<file path="config.mk">
export PLATFORM = sky130hd
export DESIGN_NAME = alu_op_issuer
export DESIGN_NICKNAME = d
export VERILOG_FILES = /design/src/rtl/alu_pkg.sv /design/src/rtl/alu_op_encoder.sv /design/src/rtl/alu_op_issuer.sv
export SDC_FILE = /design/constraint.sdc
export NUM_CORES = 1
export LEC_CHECK = 0
export ABC_AREA = 1
export CAP_MARGIN = 20
export CORE_MARGIN = 5
export CORE_UTILIZATION = 30
export CTS_BUF_LIST = sky130_fd_sc_hd__clkbuf_4
export DETAILED_ROUTE_END_ITERATION = 6
export HOLD_SLACK_MARGIN = 0.06
export RECOVER_POWER = 100
export SYNTH_ARGS = -nofsm -noshare
export SYNTH_HDL_FRONTEND = slang
export SYNTH_SLANG_ARGS = --single-unit
</file>
<file path="constraint.sdc">
create_clock -name clock -period 2.56 [get_ports clock]
set_input_delay 0.512 -clock clock [delete_from_list [all_inputs] [get_ports clock]]
set_output_delay 0.512 -clock clock [all_outputs]
set_load 0.05 [all_outputs]
</file>
<file path="src/rtl/alu_pkg.sv">
// alu_pkg: opcode, one-hot index, response-error and FSM encodings shared by the ALU issue path.
package alu_pkg;

    localparam logic [4:0] OP_ADD = 5'b00000;
    localparam logic [4:0] OP_SUB = 5'b00001;
    localparam logic [4:0] OP_AND = 5'b00010;
    localparam logic [4:0] OP_OR  = 5'b00011;
    localparam logic [4:0] OP_SLL = 5'b00100;
    localparam logic [4:0] OP_SRA = 5'b00101;

    localparam int IDX_ADD = 0;
    localparam int IDX_SUB = 1;
    localparam int IDX_AND = 2;
    localparam int IDX_OR  = 3;
    localparam int IDX_SLL = 4;
    localparam int IDX_SRA = 5;

    localparam logic [1:0] ERR_OK      = 2'b00;
    localparam logic [1:0] ERR_ILLEGAL = 2'b01;
    localparam logic [1:0] ERR_TIMEOUT = 2'b10;

    typedef enum logic [1:0] {S_IDLE, S_ISSUE, S_WAIT, S_RESP} state_e;

endpackage

</file>
<file path="src/rtl/alu_op_encoder.sv">
// alu_op_encoder: one-hot operation request to 5-bit ALU opcode plus legality flag.
module alu_op_encoder
    import alu_pkg::*;
(
    input  logic [5:0] op_i,
    output logic [4:0] opcode_o,
    output logic       legal_o
);

    assign legal_o  = $onehot(op_i);
    assign opcode_o = op_i[IDX_SRA] ? OP_SRA :
                      op_i[IDX_SLL] ? OP_SLL :
                      op_i[IDX_OR]  ? OP_OR  :
                      op_i[IDX_AND] ? OP_AND :
                      op_i[IDX_SUB] ? OP_SUB : OP_ADD;

endmodule

</file>
<file path="src/rtl/alu_op_issuer.sv">
// alu_op_issuer: accepts one-hot ALU requests, drives the ALU for one op at a time,
// waits for alu_done or a timeout and returns a buffered response.
module alu_op_issuer
    import alu_pkg::*;
#(
    parameter int WIDTH   = 32,
    parameter int TIMEOUT = 16
) (
    input  logic             clock,
    input  logic             reset_n,
    input  logic             req_valid,
    output logic             req_ready,
    input  logic [5:0]       req_op,
    input  logic [WIDTH-1:0] req_a,
    input  logic [WIDTH-1:0] req_b,
    input  logic [4:0]       req_shamt,
    output logic [4:0]       alu_opcode,
    output logic [WIDTH-1:0] alu_a,
    output logic [WIDTH-1:0] alu_b,
    output logic [4:0]       alu_shamt,
    output logic             alu_kill,
    input  logic             alu_done,
    input  logic [WIDTH-1:0] alu_result,
    input  logic             alu_ovf,
    output logic             rsp_valid,
    input  logic             rsp_ready,
    output logic [WIDTH-1:0] rsp_result,
    output logic             rsp_ovf,
    output logic [1:0]       rsp_err
);

    localparam int CW = $clog2(TIMEOUT + 1);

    state_e           state_q, state_d;
    logic [4:0]       opcode_q, opcode_d;
    logic [WIDTH-1:0] a_q, a_d, b_q, b_d, result_q, result_d;
    logic [4:0]       shamt_q, shamt_d;
    logic [CW-1:0]    cnt_q, cnt_d;
    logic             ovf_q, ovf_d;
    logic [1:0]       err_q, err_d;
    logic [4:0]       enc_opcode;
    logic             enc_legal;

    alu_op_encoder u_enc (
        .op_i     (req_op),
        .opcode_o (enc_opcode),
        .legal_o  (enc_legal)
    );

    always_ff @(posedge clock or negedge reset_n) begin
        if (!reset_n) begin
            state_q  <= S_IDLE;
            opcode_q <= '0;
            a_q      <= '0;
            b_q      <= '0;
            shamt_q  <= '0;
            cnt_q    <= '0;
            result_q <= '0;
            ovf_q    <= 1'b0;
            err_q    <= ERR_OK;
        end else begin
            state_q  <= state_d;
            opcode_q <= opcode_d;
            a_q      <= a_d;
            b_q      <= b_d;
            shamt_q  <= shamt_d;
            cnt_q    <= cnt_d;
            result_q <= result_d;
            ovf_q    <= ovf_d;
            err_q    <= err_d;
        end
    end

    // ALU-facing registers only load on a legal request so a killed ALU keeps its last op.
    always_comb begin
        state_d  = state_q;
        opcode_d = opcode_q;
        a_d      = a_q;
        b_d      = b_q;
        shamt_d  = shamt_q;
        cnt_d    = cnt_q;
        result_d = result_q;
        ovf_d    = ovf_q;
        err_d    = err_q;
        case (state_q)
            S_IDLE: begin
                if (req_valid && enc_legal) begin
                    state_d  = S_ISSUE;
                    opcode_d = enc_opcode;
                    a_d      = req_a;
                    b_d      = req_b;
                    shamt_d  = req_shamt;
                end else if (req_valid) begin
                    state_d  = S_RESP;
                    result_d = '0;
                    ovf_d    = 1'b0;
                    err_d    = ERR_ILLEGAL;
                end
            end
            S_ISSUE, S_WAIT: begin
                if (alu_done) begin
                    state_d  = S_RESP;
                    result_d = alu_result;
                    ovf_d    = alu_ovf;
                    err_d    = ERR_OK;
                end else if (state_q == S_ISSUE) begin
                    state_d = S_WAIT;
                    cnt_d   = '0;
                end else if (cnt_q == CW'(TIMEOUT - 1)) begin
                    state_d  = S_RESP;
                    result_d = '0;
                    ovf_d    = 1'b0;
                    err_d    = ERR_TIMEOUT;
                end else begin
                    cnt_d = cnt_q + CW'(1);
                end
            end
            S_RESP: state_d = rsp_ready ? S_IDLE : S_RESP;
            default: state_d = S_IDLE;
        endcase
    end

    assign req_ready  = state_q == S_IDLE;
    assign alu_kill   = !(state_q == S_ISSUE || state_q == S_WAIT);
    assign rsp_valid  = state_q == S_RESP;
    assign alu_opcode = opcode_q;
    assign alu_a      = a_q;
    assign alu_b      = b_q;
    assign alu_shamt  = shamt_q;
    assign rsp_result = result_q;
    assign rsp_ovf    = ovf_q;
    assign rsp_err    = err_q;

endmodule

</file>
Word-level counts from Yosys, hierarchy flattened
Index checks and enable logic that the tools add are counted.
Storage, ports and cells
  bits in registers: 116
Cells by class
  $add $sub $neg: 6
  eq/ne operators: 12
  multiplexer cells: 32
  bitwise gates (word level): 1
  reduce and logical (&&, ||, !) cells: 10
Operator list (number)
  32-bit two-way mux: 5
  32-bit one-hot mux with 2 select lines: 1
  5-bit two-way mux: 6
  2-bit two-way mux: 11
  1-bit by 1-bit adder with 2-bit output: 3
  3-bit adder: 2
  1-bit two-way mux: 6
  2-bit != test (second input constant): 3
  3-bit != test (second input constant): 2
  2-bit one-hot mux with 3 select lines: 1
  5-bit by 1-bit adder with 5-bit output (second input constant): 1
  5-bit by 4-bit equality test with 1-bit output (second input constant): 1
  5-bit AND reduction: 1
  2-bit equality test (second input constant): 2
  4-bit != test (second input constant): 1
  2-bit one-hot mux with 2 select lines: 1
  2-bit AND reduction: 2
  3-bit by 1-bit equality test with 1-bit output (second input constant): 1
  3-bit by 2-bit != test with 1-bit output (second input constant): 1
  3-bit AND reduction: 1
  2-bit by 1-bit equality test with 1-bit output (second input constant): 1
  2-bit zero test: 1
  1-bit one-hot mux with 2 select lines: 1
  2-bit nonzero test: 1
  5 further kinds: 5

Longest topological paths before layout
  word-level depth: 7
  mapped depth: 14
  gate-level depth less buffers: 13

Modules after synthesis
Synthesis repeated with hierarchy kept, for this count alone.
Unflattened totals
  cell total of the unflattened synthesis: 632
  area total of the unflattened synthesis: 5187.5 µm²
By module, submodules not included
  alu_op_issuer: times used 1, cells each 609, area each 5022.3 µm², sequential area each 2902.8 µm²
  alu_op_encoder: times used 1, cells each 23, area each 165.2 µm², sequential area each 0.0 µm²

Least setup slack after synthesis
OpenSTA, ideal clock, no wires.
  kind: input to register
  start: input port req_op[2]
  end: register err_q[1] (netlist: rsp_err[1])
  arrival: 2.232 ns
  setup slack: 0.209 ns
  cell stages on the path: 14
  path buffers: 2
  path through: inv_1 > ha_1 > inv_1 > fa_1 > inv_1 > ha_1 > inv_1 > nand2_1 > nor2_1 > nand2_1 > buf_4 > buf_2 > nand3_1 > nand2_1
Between the ends
  word-level cells in the longest chain between the ends: 7
Ends and longest elaborated chain
  start: declaration: line alu_op_issuer.sv:13  | input logic [5:0] req_op,
  1-bit by 1-bit adder with 2-bit output (not written as such): line alu_op_encoder.sv:10  | assign legal_o = $onehot(op_i);
  3-bit adder (not written as such) (2 in series): line alu_op_encoder.sv:10
  3-bit by 1-bit equality test with 1-bit output: line alu_op_encoder.sv:10
  1-bit logical AND: line alu_op_issuer.sv:87  | if (req_valid && enc_legal) begin
  2-bit != test (no line)
  5-bit AND reduction (no line)
  end signal: assignment: line alu_op_issuer.sv:70  | err_q <= err_d;
  end: declaration: line alu_op_issuer.sv:40  | logic [1:0] err_q, err_d;
Every way passes these cells.
A chain may end at the register's enable or synchronous reset.

Final worst setup path
  start: input port req_op[3]
  end: register result_q[3] (netlist: rsp_result[3])
Between the ends
  word-level cells in the longest chain between the ends: 7
Ends and longest elaborated chain
  1-bit by 1-bit adder with 2-bit output (not written as such): line alu_op_encoder.sv:10
  3-bit adder (not written as such) (2 in series): line alu_op_encoder.sv:10
  3-bit by 1-bit equality test with 1-bit output: line alu_op_encoder.sv:10
  1-bit logical AND: line alu_op_issuer.sv:87
  2-bit != test (no line)
  5-bit AND reduction (no line)
  end signal: assignment: line alu_op_issuer.sv:68  | result_q <= result_d;
  end: declaration: line alu_op_issuer.sv:36  | logic [WIDTH-1:0] a_q, a_d, b_q, b_d, result_q, result_d;
Every way passes these cells.

==> key figures <==
Cells and area
  • Fraction of layout cells with a size suffix above 1: 0.0661
  • Final net count: 975
  • Fin util: 0.478
  • Layout area overhead: 56.8%
  • Fin area: 0.00789 mm2
  • # fillers: 1626

Place
  • Placed inst area: 0.00757 mm2
  • DP HPWL: 10200 um
  • Port bufs: 222
  • Routability Congestion: 0.750

Yosys
  • Syn_area_per_cell: 8.14 um2
  • Number of synthesized flops with an enable pin: 0
  • Yosys top cell area share: 0.567
  • Yosys top cell by area: dfrtp_1
  • Share of synthesized flip-flops with an asynchronous set or reset: 1.00
  • Synth Instances: 618
  • Synthesis Warnings: 0
  • Synth cell types: 21
  • Top post-synthesis cells by area: dfrtp_1, nand2_1, inv_1
  • #FFs+latches synth: 114
  • Post-Syn Area: 0.00503 mm2
  • Top_reg_cell synth: dfrtp_1
  • Sequential area share after synthesis: 0.567

Detailed routing
  • DRT antenna net count: 0
  • Met2 WL post-DR: 7130 um
  • DR WL met3: 1060 um
  • Metal-1 WL: 6410 um
  • DRC: 0
  • Drt pass-1 iters: 4
  • DR WL/cell: 13.8 um
  • DRT Wirelength: 14900 um
  • Max Used Layer: met4
  • Vias: 4509
  • Starting DRT DRC Count: 249
  • Post-DR vias/cell: 4.16

Floorplanning
  • Total core area: 0.0165 mm2
  • Chip Width: 140 um
  • Die ar.: 0.0195 mm2
  • Io pins: 225
  • Starting Density: 0.305
  • DIE HEIGHT: 140 um
  • FP Rows: 47

Global route
  • First-pass GRT wire length: 23900 um
  • Total gr overflow: 0
  • Number of antenna violations at the first check in global routing: 1
  • Number of global-route vias before repair: 4571
  • Total Routing Usage GR: 0.153
  • Pin count of the biggest net entering global routing: 115

Clock network
  • Root buffer cell: clkbuf_4
  • Num CTS Buffers: 17
  • Htree depth: 4
  • Clock slew at reported path FFs: 110 ps
  • Bufs on Longest Clock Path: 2
  • CTS tree: yes
  • CTS Sinks: 114
  • Worst-skew pair later-pin latency: 530 ps

Setup path
  • Setup Crit Path Kind: in -> reg
  • Worst path slowest cell: clkdlybuf4s50_1
  • Crit. Startpoint: req_op[3]
  • Endpoint class of the critical path: flip-flop
  • Crit path arrival time: 2850 ps
  • Most used cell, CP: inv_1
  • Crit path required time: 2980 ps
  • Crit Path Max Fanout: 20
  • RR Startpoint: cnt_q[0]
  • CP Launch Type: input pin
  • Max incr delay on CP: 510 ps
  • Crit-path cells: clkdlybuf4s50_1 -> inv_1 -> ha_1 -> inv_1 -> fa_1 -> inv_1 -> ha_1 -> inv_1 -> nand2_1 -> nor2_2 -> nand2_4 -> clkbuf_4 -> nand3_1 -> nand2_1

STA
  • Minimum clock period: 2430 ps
  • Least-Margin Pin Slew: 1590 ps
  • Hold_ws: 474 ps
  • Setup violators final: 0
  • Final Hold Viols: 0
  • Worst rel slew slack: -0.0607
  • Fmax: 411 MHz
  • Max Clock Skew: 9.90 ps
  • Period utilisation layout: 0.949
  • RSZ-0062 raised after global routing: false
  • Final Slew Violations: 115

Run
  • Max Cap Viol: 1

Outcome
  • Outcome: complete, but fails checks
  • Violated checks: max-capacitance violations, max-slew violations

Power and ir drop
  • Lkg Pwr: 4.32 nW
  • PD cells: 1320 mW/mm2
  • Total Power Consumption: 0.0104 W
  • Worst VDD drop: 0.568 mV

Hold path
  • Hold path start: rsp_result[7]
  • Hold crit path type: reg -> reg
-- cells in the mapped netlist, drive strengths merged (2+ instances only) --
master and n:
fa 2, nor2 42, dfrtp 114, a21oi 2, nand3 37, buf 27, clkbuf 3, inv 58
ha 11, o21ai 8, nand2 309
-- where the power goes --
part / switching, W / internal [W] / leakage (nW)
combinational: 0.00417 / 0.00180 / 2.65
clock: 0.000767 / 0.000785 / 0.167
sequential: 0.000356 / 0.00252 / 1.50
-- what timing repair did --
item	in CTS	in global routing
gates resized for setup	1	2
hold buffers	1	0
endpoints found under the hold margin	39	0
endpoints found under the setup margin	1	47
setup buffers	0	0
gates cloned	0	1
-- through the flow --
| stage | worst slack (ps) | cells | setup TNS (ps) |
|---|---|---|---|
| floorplan | 209 | 619 | 0 |
| global route | 20.6 | 1083 | 0 |
| CTS | 76.2 | 1081 | 0 |
| finish | 129 | 1083 | 0 |
| detailed placement | -475 | 1048 | -45100 |
| global placement | -459 | 1048 | -43430 |
-- state kept, by name (all words and copies together), names as in the netlist --
register / count
alu_a: 32
rsp_err: 2
cnt_q: 5
rsp_ovf: 1
state_q: 2
alu_shamt: 5
alu_b: 32
rsp_result: 32
alu_opcode: 3
-- routing by layer --
metal	vias to the layer above	track usage
met4	0	0.0653
met2	140	0.250
met3	19	0.0556
li1	2318	-
met5	-	0
met1	2032	0.182
-- worst paths after layout --
path	endpoint	slack [ps]	cells after the start
max	rsp_result[3]	130	14
min	rsp_result[7]	470	2
max reg2reg	rsp_result[12]	660	11
min reg2reg	rsp_result[7]	470	2
max in group asynchronous	alu_shamt[0]	530	3
min in group asynchronous	state_q[1]	1060	3
-- cells by family (layout without fill, tap and decap cells) --
| logic type | after synthesis | after routing | synth area share |
|---|---|---|---|
| flops | 114 | 114 | 0.567 |
| simple gates | 388 | 388 | 0.302 |
| compound gates | 13 | 13 | 0.0142 |
| xor+xnor | 1 | 1 | 0.00174 |
| other cells | 1 | 3 | 0.000745 |
| buf+inv | 88 | 331 | 0.0798 |
| fa+ha+maj | 13 | 13 | 0.0353 |
-- worst max-delay path, delay by kind of cell --
family	cells	cell delay (ps)
buffers and inverters	6	980
AND/OR/NAND/NOR	5	470
adder cells (fa/ha/maj)	3	890
-- placed cells by master (no fill, tap or decap) --
master,count
a21boi_0,1
a21oi_1,2
buf_12,3
buf_4,8
buf_6,3
buf_8,1
bufinv_16,4
clkbuf_2,1
clkbuf_4,21
clkdlybuf4s50_1,112
clkinv_1,1
clkinv_4,4
clkinvlp_4,3
conb_1,2
dfrtp_1,114
diode_2,1
dlygate4sd2_1,1
dlygate4sd3_1,108
fa_1,2
ha_1,11
inv_1,56
inv_2,1
inv_4,1
inv_6,3
nand2_1,307
nand2_4,2
nand3_1,37
nor2_1,40
nor2_2,1
nor2_4,1
o21ai_0,8
o21bai_1,1
o22ai_1,1
xnor2_1,1
-- area by class of cell --
class,count,area (um2),share of cell area
flip-flops and latches,114,2850,0.361
diodes,1,2.50,0.000317
inverters,58,220,0.0279
repair buffers,241,2410,0.306
clock buffers,17,128,0.0162
clock inverters,15,208,0.0263
well taps,220,275,0.0349
multi-input cells,417,1790,0.227
Power figures use the tool's default switching activity.
